==> src/rtl/victim_cache_ctrl.sv <==
// ============================================================================
// victim_cache_ctrl : fully-associative D-cache victim buffer with round-robin
//                     replacement, writeback register and flush sequencer.
// Revision: 1.0
// ============================================================================
`default_nettype none

module victim_cache_ctrl #(
  parameter int NUM_ENTRIES = 4,
  parameter int LINE_WIDTH  = 128,
  parameter int TAG_WIDTH   = 23
) (
  input  logic                               clk,
  input  logic                               rst,
  input  logic                               ins_valid_i,
  output logic                               ins_ready_o,
  input  logic [TAG_WIDTH-1:0]               ins_tag_i,
  input  logic [LINE_WIDTH-1:0]              ins_data_i,
  input  logic                               ins_dirty_i,
  input  logic [TAG_WIDTH-1:0]               lkp_tag_i,
  input  logic                               lkp_take_i,
  output logic                               hit_o,
  output logic [LINE_WIDTH-1:0]              hit_data_o,
  output logic                               hit_dirty_o,
  output logic                               wb_valid_o,
  input  logic                               wb_ready_i,
  output logic [TAG_WIDTH-1:0]               wb_tag_o,
  output logic [LINE_WIDTH-1:0]              wb_data_o,
  input  logic                               flush_i,
  output logic                               flush_busy_o,
  output logic                               flush_done_o,
  output logic [$clog2(NUM_ENTRIES+1)-1:0]   count_o
);

  localparam int IDX_W = $clog2(NUM_ENTRIES);
  localparam int CNT_W = $clog2(NUM_ENTRIES + 1);
  localparam logic [IDX_W-1:0] LAST_IDX = IDX_W'(NUM_ENTRIES - 1);

  typedef enum logic [1:0] {
    IDLE  = 2'd0,
    FLUSH = 2'd1,
    DONE  = 2'd2
  } state_t;

  state_t                  state_q, state_d;
  logic [NUM_ENTRIES-1:0]  valid_q, valid_d, dirty_q, dirty_d;
  logic [TAG_WIDTH-1:0]    tag_q  [NUM_ENTRIES];
  logic [TAG_WIDTH-1:0]    tag_d  [NUM_ENTRIES];
  logic [LINE_WIDTH-1:0]   data_q [NUM_ENTRIES];
  logic [LINE_WIDTH-1:0]   data_d [NUM_ENTRIES];
  logic [IDX_W-1:0]        rr_q, rr_d, fidx_q, fidx_d;
  logic                    wb_valid_q, wb_valid_d;
  logic [TAG_WIDTH-1:0]    wb_tag_q, wb_tag_d;
  logic [LINE_WIDTH-1:0]   wb_data_q, wb_data_d;
  logic [CNT_W-1:0]        cnt_q, cnt_d;

  logic [NUM_ENTRIES-1:0]  lkp_match, ins_match;
  logic                    hit_any, hit_dirty;
  logic [IDX_W-1:0]        hit_idx, ovr_idx, free_idx, tgt_idx;
  logic [LINE_WIDTH-1:0]   hit_data;
  logic                    ovr, free_any, replace, victim_dirty;
  logic                    ins_fire, take_fire;
  logic                    f_dirty, f_step, f_move;

  for (genvar g = 0; g < NUM_ENTRIES; g++) begin : g_match
    assign lkp_match[g] = valid_q[g] && (tag_q[g] == lkp_tag_i);
    assign ins_match[g] = valid_q[g] && (tag_q[g] == ins_tag_i);
  end

  // Tags are unique among valid entries, so OR-combining the matches is a mux.
  always_comb begin
    hit_idx   = '0;
    hit_data  = '0;
    hit_dirty = 1'b0;
    ovr_idx   = '0;
    free_idx  = '0;
    for (int i = 0; i < NUM_ENTRIES; i++) begin
      if (lkp_match[i]) begin
        hit_idx   = IDX_W'(i);
        hit_data  = hit_data | data_q[i];
        hit_dirty = hit_dirty | dirty_q[i];
      end
      if (ins_match[i]) ovr_idx = IDX_W'(i);
    end
    for (int i = NUM_ENTRIES - 1; i >= 0; i--) begin
      if (!valid_q[i]) free_idx = IDX_W'(i);
    end
  end

  assign hit_any      = |lkp_match;
  assign hit_o        = hit_any && (state_q != FLUSH);
  assign hit_data_o   = hit_o ? hit_data : '0;
  assign hit_dirty_o  = hit_o && hit_dirty;

  assign ovr          = |ins_match;
  assign free_any     = ~&valid_q;
  assign replace      = !ovr && !free_any;
  assign tgt_idx      = ovr ? ovr_idx : (free_any ? free_idx : rr_q);
  assign victim_dirty = replace && dirty_q[rr_q];

  assign ins_ready_o  = (state_q == IDLE) && !(victim_dirty && wb_valid_q && !wb_ready_i);
  assign ins_fire     = ins_valid_i && ins_ready_o;
  assign take_fire    = hit_o && lkp_take_i;

  // A dirty flush entry may only leave when the writeback slot is free or draining.
  assign f_dirty      = valid_q[fidx_q] && dirty_q[fidx_q];
  assign f_step       = (state_q == FLUSH) && (!f_dirty || !wb_valid_q || wb_ready_i);
  assign f_move       = f_step && f_dirty;

  always_comb begin
    state_d    = state_q;
    valid_d    = valid_q;
    dirty_d    = dirty_q;
    tag_d      = tag_q;
    data_d     = data_q;
    rr_d       = rr_q;
    fidx_d     = fidx_q;
    wb_valid_d = wb_valid_q && !wb_ready_i;
    wb_tag_d   = wb_tag_q;
    wb_data_d  = wb_data_q;

    if (take_fire) begin
      valid_d[hit_idx] = 1'b0;
      dirty_d[hit_idx] = 1'b0;
    end

    if (ins_fire) begin
      valid_d[tgt_idx] = 1'b1;
      dirty_d[tgt_idx] = ovr ? (dirty_q[tgt_idx] | ins_dirty_i) : ins_dirty_i;
      tag_d[tgt_idx]   = ins_tag_i;
      data_d[tgt_idx]  = ins_data_i;
      if (replace) rr_d = rr_q + 1'b1;
      if (victim_dirty) begin
        wb_valid_d = 1'b1;
        wb_tag_d   = tag_q[rr_q];
        wb_data_d  = data_q[rr_q];
      end
    end

    if (f_move) begin
      wb_valid_d = 1'b1;
      wb_tag_d   = tag_q[fidx_q];
      wb_data_d  = data_q[fidx_q];
    end

    case (state_q)
      IDLE: begin
        fidx_d = '0;
        if (flush_i) state_d = FLUSH;
      end
      FLUSH: begin
        if (f_step) begin
          valid_d[fidx_q] = 1'b0;
          dirty_d[fidx_q] = 1'b0;
          fidx_d          = fidx_q + 1'b1;
          if (fidx_q == LAST_IDX) state_d = DONE;
        end
      end
      default: state_d = IDLE;
    endcase

    cnt_d = '0;
    for (int i = 0; i < NUM_ENTRIES; i++) begin
      cnt_d = cnt_d + CNT_W'(valid_d[i]);
    end
  end

  always_ff @(posedge clk or posedge rst) begin
    if (rst) begin
      state_q    <= IDLE;
      valid_q    <= '0;
      dirty_q    <= '0;
      rr_q       <= '0;
      fidx_q     <= '0;
      wb_valid_q <= 1'b0;
      wb_tag_q   <= '0;
      wb_data_q  <= '0;
      cnt_q      <= '0;
    end else begin
      state_q    <= state_d;
      valid_q    <= valid_d;
      dirty_q    <= dirty_d;
      rr_q       <= rr_d;
      fidx_q     <= fidx_d;
      wb_valid_q <= wb_valid_d;
      wb_tag_q   <= wb_tag_d;
      wb_data_q  <= wb_data_d;
      cnt_q      <= cnt_d;
    end
  end

  // Line storage is qualified by the valid bits and needs no reset.
  always_ff @(posedge clk) begin
    tag_q  <= tag_d;
    data_q <= data_d;
  end

  assign wb_valid_o   = wb_valid_q;
  assign wb_tag_o     = wb_tag_q;
  assign wb_data_o    = wb_data_q;
  assign flush_busy_o = (state_q != IDLE);
  assign flush_done_o = (state_q == DONE);
  assign count_o      = cnt_q;

endmodule

`default_nettype wire

==> config.mk <==
export PLATFORM = sky130hd
export DESIGN_NAME = victim_cache_ctrl
export DESIGN_NICKNAME = d
export VERILOG_FILES = /design/src/rtl/victim_cache_ctrl.sv
export SDC_FILE = /design/constraint.sdc
export NUM_CORES = 1
export LEC_CHECK = 0
export ABC_CLOCK_PERIOD_IN_PS = 11700
export CORE_MARGIN = 2
export CORE_UTILIZATION = 45
export CTS_CLUSTER_SIZE = 16
export DETAILED_ROUTE_END_ITERATION = 8
export PLACE_DENSITY = 0.67
export SLEW_MARGIN = 10
export SYNTH_ARGS = -nofsm -noshare
export SYNTH_HDL_FRONTEND = slang
export SYNTH_SLANG_ARGS = --single-unit
==> constraint.sdc <==
create_clock -name clk -period 11.7 [get_ports clk]
set_input_delay 1.17 -clock clk [delete_from_list [all_inputs] [get_ports clk]]
set_output_delay 1.17 -clock clk [all_outputs]
set_load 0.02 [all_outputs]
# [After elaboration in Yosys (flattened, before gate mapping)]
# Cells that the tools add are included.
[word_totals] out_inout_bits=288 regBits=773 inputBits=181 latchBits=0 ramBits=0 rom_bits=0 mem_count=0 word_cells=187
[op_classes] n_addsub=5 div=0 mux=78 n_eq_ne=15 multipliers=0 reduce_logical=44 order_cmp=11 n_shift=0 bitwise_logic=17
[op_table] cell="$mux W128" n=13
[op_table] cell="$bmux W128 S2" n=2
[op_table] cell="$bwmux W512" n=1
[op_table] cell="$or A128 B128 Y128" n=3
[op_table] cell="$demux W128 S2" n=1
[op_table] cell="$eq A23 B23 Y1" n=8
[op_table] cell="$mux W23" n=8
[op_table] cell="$bmux W23 S2" n=2
[op_table] cell="$bwmux W92" n=1
[op_table] cell="$demux W23 S2" n=1
[op_table] cell="$mux W4" n=8
[op_table] cell="$mux W2" n=14
[op_table] cell="$logic_and A1 B1 Y1" n=25
[op_table] cell="$mux W1" n=17
[op_table] cell="$and A4 B4 Y4" n=4
[op_table] cell="$lt A2 B3 Y1 const B" n=4
[op_table] cell="$ge A3 B3 Y1 const B" n=3
[op_table] cell="$not A2 Y3" n=3
[op_table] cell="$bmux W1 S2" n=4
[op_table] cell="$not A4 Y4" n=2
[op_table] cell="$pmux W2 S2" n=2
[op_table] cell="$reduce_bool A2 Y1" n=4
[op_table] cell="$reduce_or A4 Y1" n=2
[op_table] cell="$demux W1 S2" n=3
[op_table] cell="19 further kinds" n=35

# [Depth between registers and ports, before layout]
[depth] ltp_word=20 ltp_mapped=12 depth_no_buf=10

# [Least setup slack after synthesis]
# No wires, ideal clock.
[synth_timing] path_kind="input-to-reg" startpoint="input port ins_tag_i[20]" endpoint="register cnt_q[1] (netlist: count_o[1])" path_stages=10 path_buffers=0 setup_slack_ns=1.410 setup_time_ns=0.126 required_ns=11.574 arrival_ns=10.165 cell_sequence="xor2_1 nor4_1 nand2_1 a2bb2oi_2 o32a_1 nor2_1 o21a_1 fa_1 ha_1 ha_1"
[synth_between] word_cells_on_any_way=34 classes_between="add/sub: 3; order compare: 2; eq/ne: 4; mux: 9; bitwise: 2; reduce/logical: 14"
[synth_lines] item="start: declaration" line_no="17" text="input logic [TAG_WIDTH-1:0] ins_tag_i,"
[synth_lines] item="$eq A23 B23 Y1" line_no="67" text="assign ins_match[g] = valid_q[g] && (tag_q[g] == ins_tag_i);"
[synth_lines] item="$logic_and A1 B1 Y1" line_no="67"
[synth_lines] item="$mux W1 or $reduce_or A4 Y1 (tied branches)" line_no="83, 95"
[synth_lines] item="$mux W2 or $logic_not A1 Y1 (tied branches)" line_no="83, 97"
[synth_lines] item="$mux W2 or $logic_and A1 B1 Y1 (tied branches)" line_no="83, 97"
[synth_lines] item="$mux W2 or $logic_and A1 B1 Y1 (tied branches)" line_no="98, 99"
[synth_lines] item="$lt A2 B3 Y1 (not written as such) (tied with other cells)" line_no="128" text="valid_d[tgt_idx] = 1'b1;"
[synth_lines] item="$logic_and A1 B1 Y1, on equally long branches" line_no="128, 101"
[synth_lines] item="(+2 left out)"
[synth_lines] item="$or A4 B4 Y4 (no line) or $logic_and A1 B1 Y1 (tied branches)"
[synth_lines] item="$mux W4 (*)" line_no="127" text="if (ins_fire) begin"
[synth_lines] item="$and A4 B4 Y4 (no line)"
[synth_lines] item="$mux W4" line_no="152" text="if (f_step) begin"
[synth_lines] item="$mux W4 (*)" line_no="146" text="case (state_q)"
[synth_lines] item="named net valid_d[3]" line_no="46" text="logic [NUM_ENTRIES-1:0] valid_q, valid_d, dirty_q, dirty_d;"
[synth_lines] item="$add A3 B1 Y3 (*)" line_no="164" text="cnt_d = cnt_d + CNT_W'(valid_d[i]);"
[synth_lines] item="named net cnt_d[1]" line_no="55" text="logic [CNT_W-1:0] cnt_q, cnt_d;"
[synth_lines] item="end signal: assignment" line_no="188" text="cnt_q <= cnt_d;"
[synth_lines] item="end: declaration" line_no="55"
# Mark *: on every way through the listed nets, which the timed path passes. The rest lies on a longest branch.
# A chain may end at the register's enable or synchronous reset.

# [Worst setup path in the final report]
[layout_timing] startpoint="input port lkp_tag_i[13]" endpoint="output port hit_data_o[84]"
[layout_between] elab_chain_len=10 word_cells_on_any_way=18 classes_between="eq/ne: 4; mux: 5; bitwise: 3; reduce/logical: 6"
[layout_lines] item="start: declaration" line_no="20" text="input logic [TAG_WIDTH-1:0] lkp_tag_i,"
[layout_lines] item="$eq A23 B23 Y1" line_no="66" text="assign lkp_match[g] = valid_q[g] && (tag_q[g] == lkp_tag_i);"
[layout_lines] item="$logic_and A1 B1 Y1" line_no="66"
[layout_lines] item="$mux W128" line_no="78" text="if (lkp_match[i]) begin"
[layout_lines] item="$or A128 B128 Y128" line_no="80" text="hit_data = hit_data | data_q[i];"
[layout_lines] item="$mux W128" line_no="78"
[layout_lines] item="$or A128 B128 Y128" line_no="80"
[layout_lines] item="$mux W128" line_no="78"
[layout_lines] item="$or A128 B128 Y128" line_no="80"
[layout_lines] item="$mux W128" line_no="78"
[layout_lines] item="$mux W128 (*)" line_no="92" text="assign hit_data_o = hit_o ? hit_data : '0;"
[layout_lines] item="end: declaration" line_no="23" text="output logic [LINE_WIDTH-1:0] hit_data_o,"
# Mark *: on every way between the ends. The rest lies on a longest branch, timed or not.

==> impl_results.md <==
* NetSw at 2.76 mW
* WL final at 122 mm
* Syn Std Cell Area at 0.0379 mm2
* PwrDens at 196 mW/mm2
* Post-synth net total at 2511
* Slew headroom at 0.0613
* Area of the multi-input gates at 0.0147 mm2
* Total CTS buffers at 85
* Top-area cell type share of the netlist area at 0.479
* Post-CTS Setup Bufs at 0
* Num ports at 469
* Top cells by area, synth: edfxtp_1 48%, mux4_2 18%, dfrtp_1 11%, a22oi_1 5.2%, o22a_1 3.5%
* Post-synth EDFFs at 604
* CP max-delay cell: clkdlybuf4s50_1
* Main synth FF type: edfxtp_1
* CP Max Fanout at 134
* Largest stage delay on the critical path at 0.68 ns
* Syn Area/Cell at 16.3 um2
* Die extent in y at 294 um
* Final Setup Violations at 0
* Router iterations before antenna repair at 6
* Met2 routed WL at 61.1 mm
* Fill count at 6544
* Critical Path AT at 5.84 ns
* Fraction of registers with async set/reset at 0.219
* Leakage at 14.2 nW
* Design Power at 9.08 mW
* Top layer in use: met5
* Core Util, Final at 0.555
* Largest vdd supply drop at 0.000178 V
* Switching share of power at 0.304
* Worst Tran Pin Value at 1.41 ns
* Reg area at 0.0224 mm2
* Initial Util at 0.454
* P&R area growth vs syn at 22.4%
* CP most frequent cell: clkdlybuf4s50_1
* Remaining antenna violation count at 0
* M1 wire length at 46.4 mm
* Commonest cells post-synth: 604 x edfxtp_1, 304 x mux4_2, 260 x a22oi_1
* Die W at 294 um
* Overall routing resource usage at 0.280
* Outcome: complete, no violations
* CTS Buffer Depth at 3
* Final min period at 7.01 ns
* Fraction of layout cells with a size suffix above 1 at 0.178
* GPL Wtd Cong at 0.939
* Top-count cell post-synth: edfxtp_1
* Flop pwr share at 0.420
* Worst path cell trace: clkdlybuf4s50_1, xor2_1, nor4_1, nand4_1, nor3_4, buf_12, or3_1, o21ai_4, buf_4, a21oi_1, clkdlybuf4s50_1
* Met3 wire length at 10.3 mm
* Sequential-to-total area share from yosys stat at 0.591
* Post-DP HPWL at 72.4 mm
* Clk pwr share at 0.296
* Setup CP Type: input port to output port
* Initial antenna violation count at 27
* Root Buffer: clkbuf_16
* Number of port buffers at 468
* CTS sink cnt at 773
* Combinational group share of total power at 0.284
* P_int at 6.32 mW
* Clock transition at the registers of the reported paths at 0.06 ns
* PostCTS Resize Cnt at 0
* Clk_lat worst skew at 0.64 ns
* Final setup TNS at 0 ns
* Vias in the first global route at 26400
* Crit. End Element: output port
* Residual DRC count at 0
* Cts hold-fix bufs at 0
* Core ar. at 0.0834 mm2
* Full die area at 0.0865 mm2
* Max-slew violations at 0
* WL per Instance at 31.5 um
* Max Clk Rate at 0.143 GHz
* Place WS at 5.05 ns
* Cells after Synth at 2323
* Worst clock skew at 0.0230 ns
* Hold Slack at 0.463 ns
* PnR worst setup slack at 4.69 ns
* DR vias at 25500
* First-pass GRT wire length at 178 mm
* Post-synth top area cell: edfxtp_1
* Worst EP required at 10.53 ns
* H-Tree Depth at 3
* Number of synthesis warnings at 0
* Total grt overflow at 0
* Post-synth cell types at 56
* Unrepaired setup endpoints after global routing: no
* Drt via density at 6.56
* Part of the cycle the worst path needs at 0.599
* Largest net degree at the start of global routing at 135
* Row Count at 106
* CTS tree: yes
* Max Cap Viol at 0
* Startpoint types: input port
* Synthesis-stage register bit count at 773
* Layout Nets at 2910
* DRT iter0 DRCs at 2636
* Hold Violations, Final at 0
* Worst hold-check path type: register to register
-- worst paths after layout --
kind	slack [ns]	start	to	depth (start not counted)
max in group asynchronous	9.20	rst	rr_q[0]$_DFFE_PP0P_	3
max	4.69	lkp_tag_i[13]	hit_data_o[84]	11
max reg2reg	6.66	tag_q[74]$_DFFE_PP_	data_q[196]$_DFFE_PP_	8
min in group asynchronous	1.05	rst	wb_data_o[22]$_DFFE_PP0P_	2
min reg2reg	0.46	state_q[1]$_DFFE_PP0P_	state_q[0]$_DFFE_PP0P_	1
min	0.46	state_q[1]$_DFFE_PP0P_	state_q[0]$_DFFE_PP0P_	1
-- placed cells by master, fill, tap and decap left out, types with 30 or more instances in the layout --
master             n
a21oi_1          134
a22oi_1          260
buf_4             30
clkbuf_16         85
clkdlybuf4s50_1  468
dfrtp_1          165
edfxtp_1         604
mux4_2           304
o21a_1           153
o22a_1           151
xnor2_1           79
xor2_1           107
-- registers in the layout (all words and copies together) (netlist names) --
register    flops
wb_data_o     128
data_q        512
wb_tag_o       23
wb_valid_o      1
fidx_q          2
tag_q          92
count_o         3
rr_q            2
state_q         2
valid_q         4
dirty_q         4
-- power groups by stage --
| stage | Combinational [mW] | Sequential, mW | Clock [mW] |
|---|---|---|---|
| after floorplan | 1.33 | 4.04 | 0 |
| after global placement | 2.56 | 3.83 | 0 |
| after detailed placement | 2.59 | 3.87 | 0 |
| after CTS | 2.60 | 3.82 | 2.72 |
| after global routing | 2.72 | 3.87 | 2.83 |
| final | 2.58 | 3.82 | 2.69 |
-- cell type report --
type / instances / share of cell area
Timing Repair Buffer: 503 / 0.108
Sequential cell: 773 / 0.483
Clock inverter: 46 / 0.00967
Antenna cell: 20 / 0.00108
Clock buffer: 110 / 0.0501
Multi-Input combinational cell: 1348 / 0.317
Tap cell: 1080 / 0.0292
Inverter: 11 / 0.00127
-- worst max-delay path: cells and delay by family --
| kind | cells | cell delay (ns) |
|---|---|---|
| AOI/OAI and AO/OA | 2 | 0.49 |
| xor gates and xnor gates | 1 | 0.20 |
| and+or+nand+nor | 4 | 1.32 |
| buffers and inverters | 4 | 2.00 |
-- logic make-up (layout without fill, tap and decap cells) --
kind of cell,Yosys count,after routing,share of synthesized area
AO/OA/AOI/OAI,724,724,0.140
buffers and inverters,202,670,0.0228
other,0,20,0
adder cells (fa/ha/maj),7,7,0.00251
flip-flops,773,773,0.591
multiplexers,305,305,0.181
AND/OR/NAND/NOR,126,126,0.0196
XOR/XNOR,186,186,0.0430
-- per-stage QoR --
stage / cells / area (um2)
detailed placement: 3715 / 43500
global route: 3889 / 46300
finish: 3891 / 46300
floorplan: 2323 / 37900
CTS: 3871 / 46300
global placement: 3715 / 43500
-- layer usage --
metal | up-vias | GRT usage
met5 | - | 0
met4 | 16 | 0.122
met3 | 233 | 0.0550
met2 | 1323 | 0.458
met1 | 13400 | 0.365
li1 | 10600 | -
No activity file was read; power rests on OpenSTA's default activity.
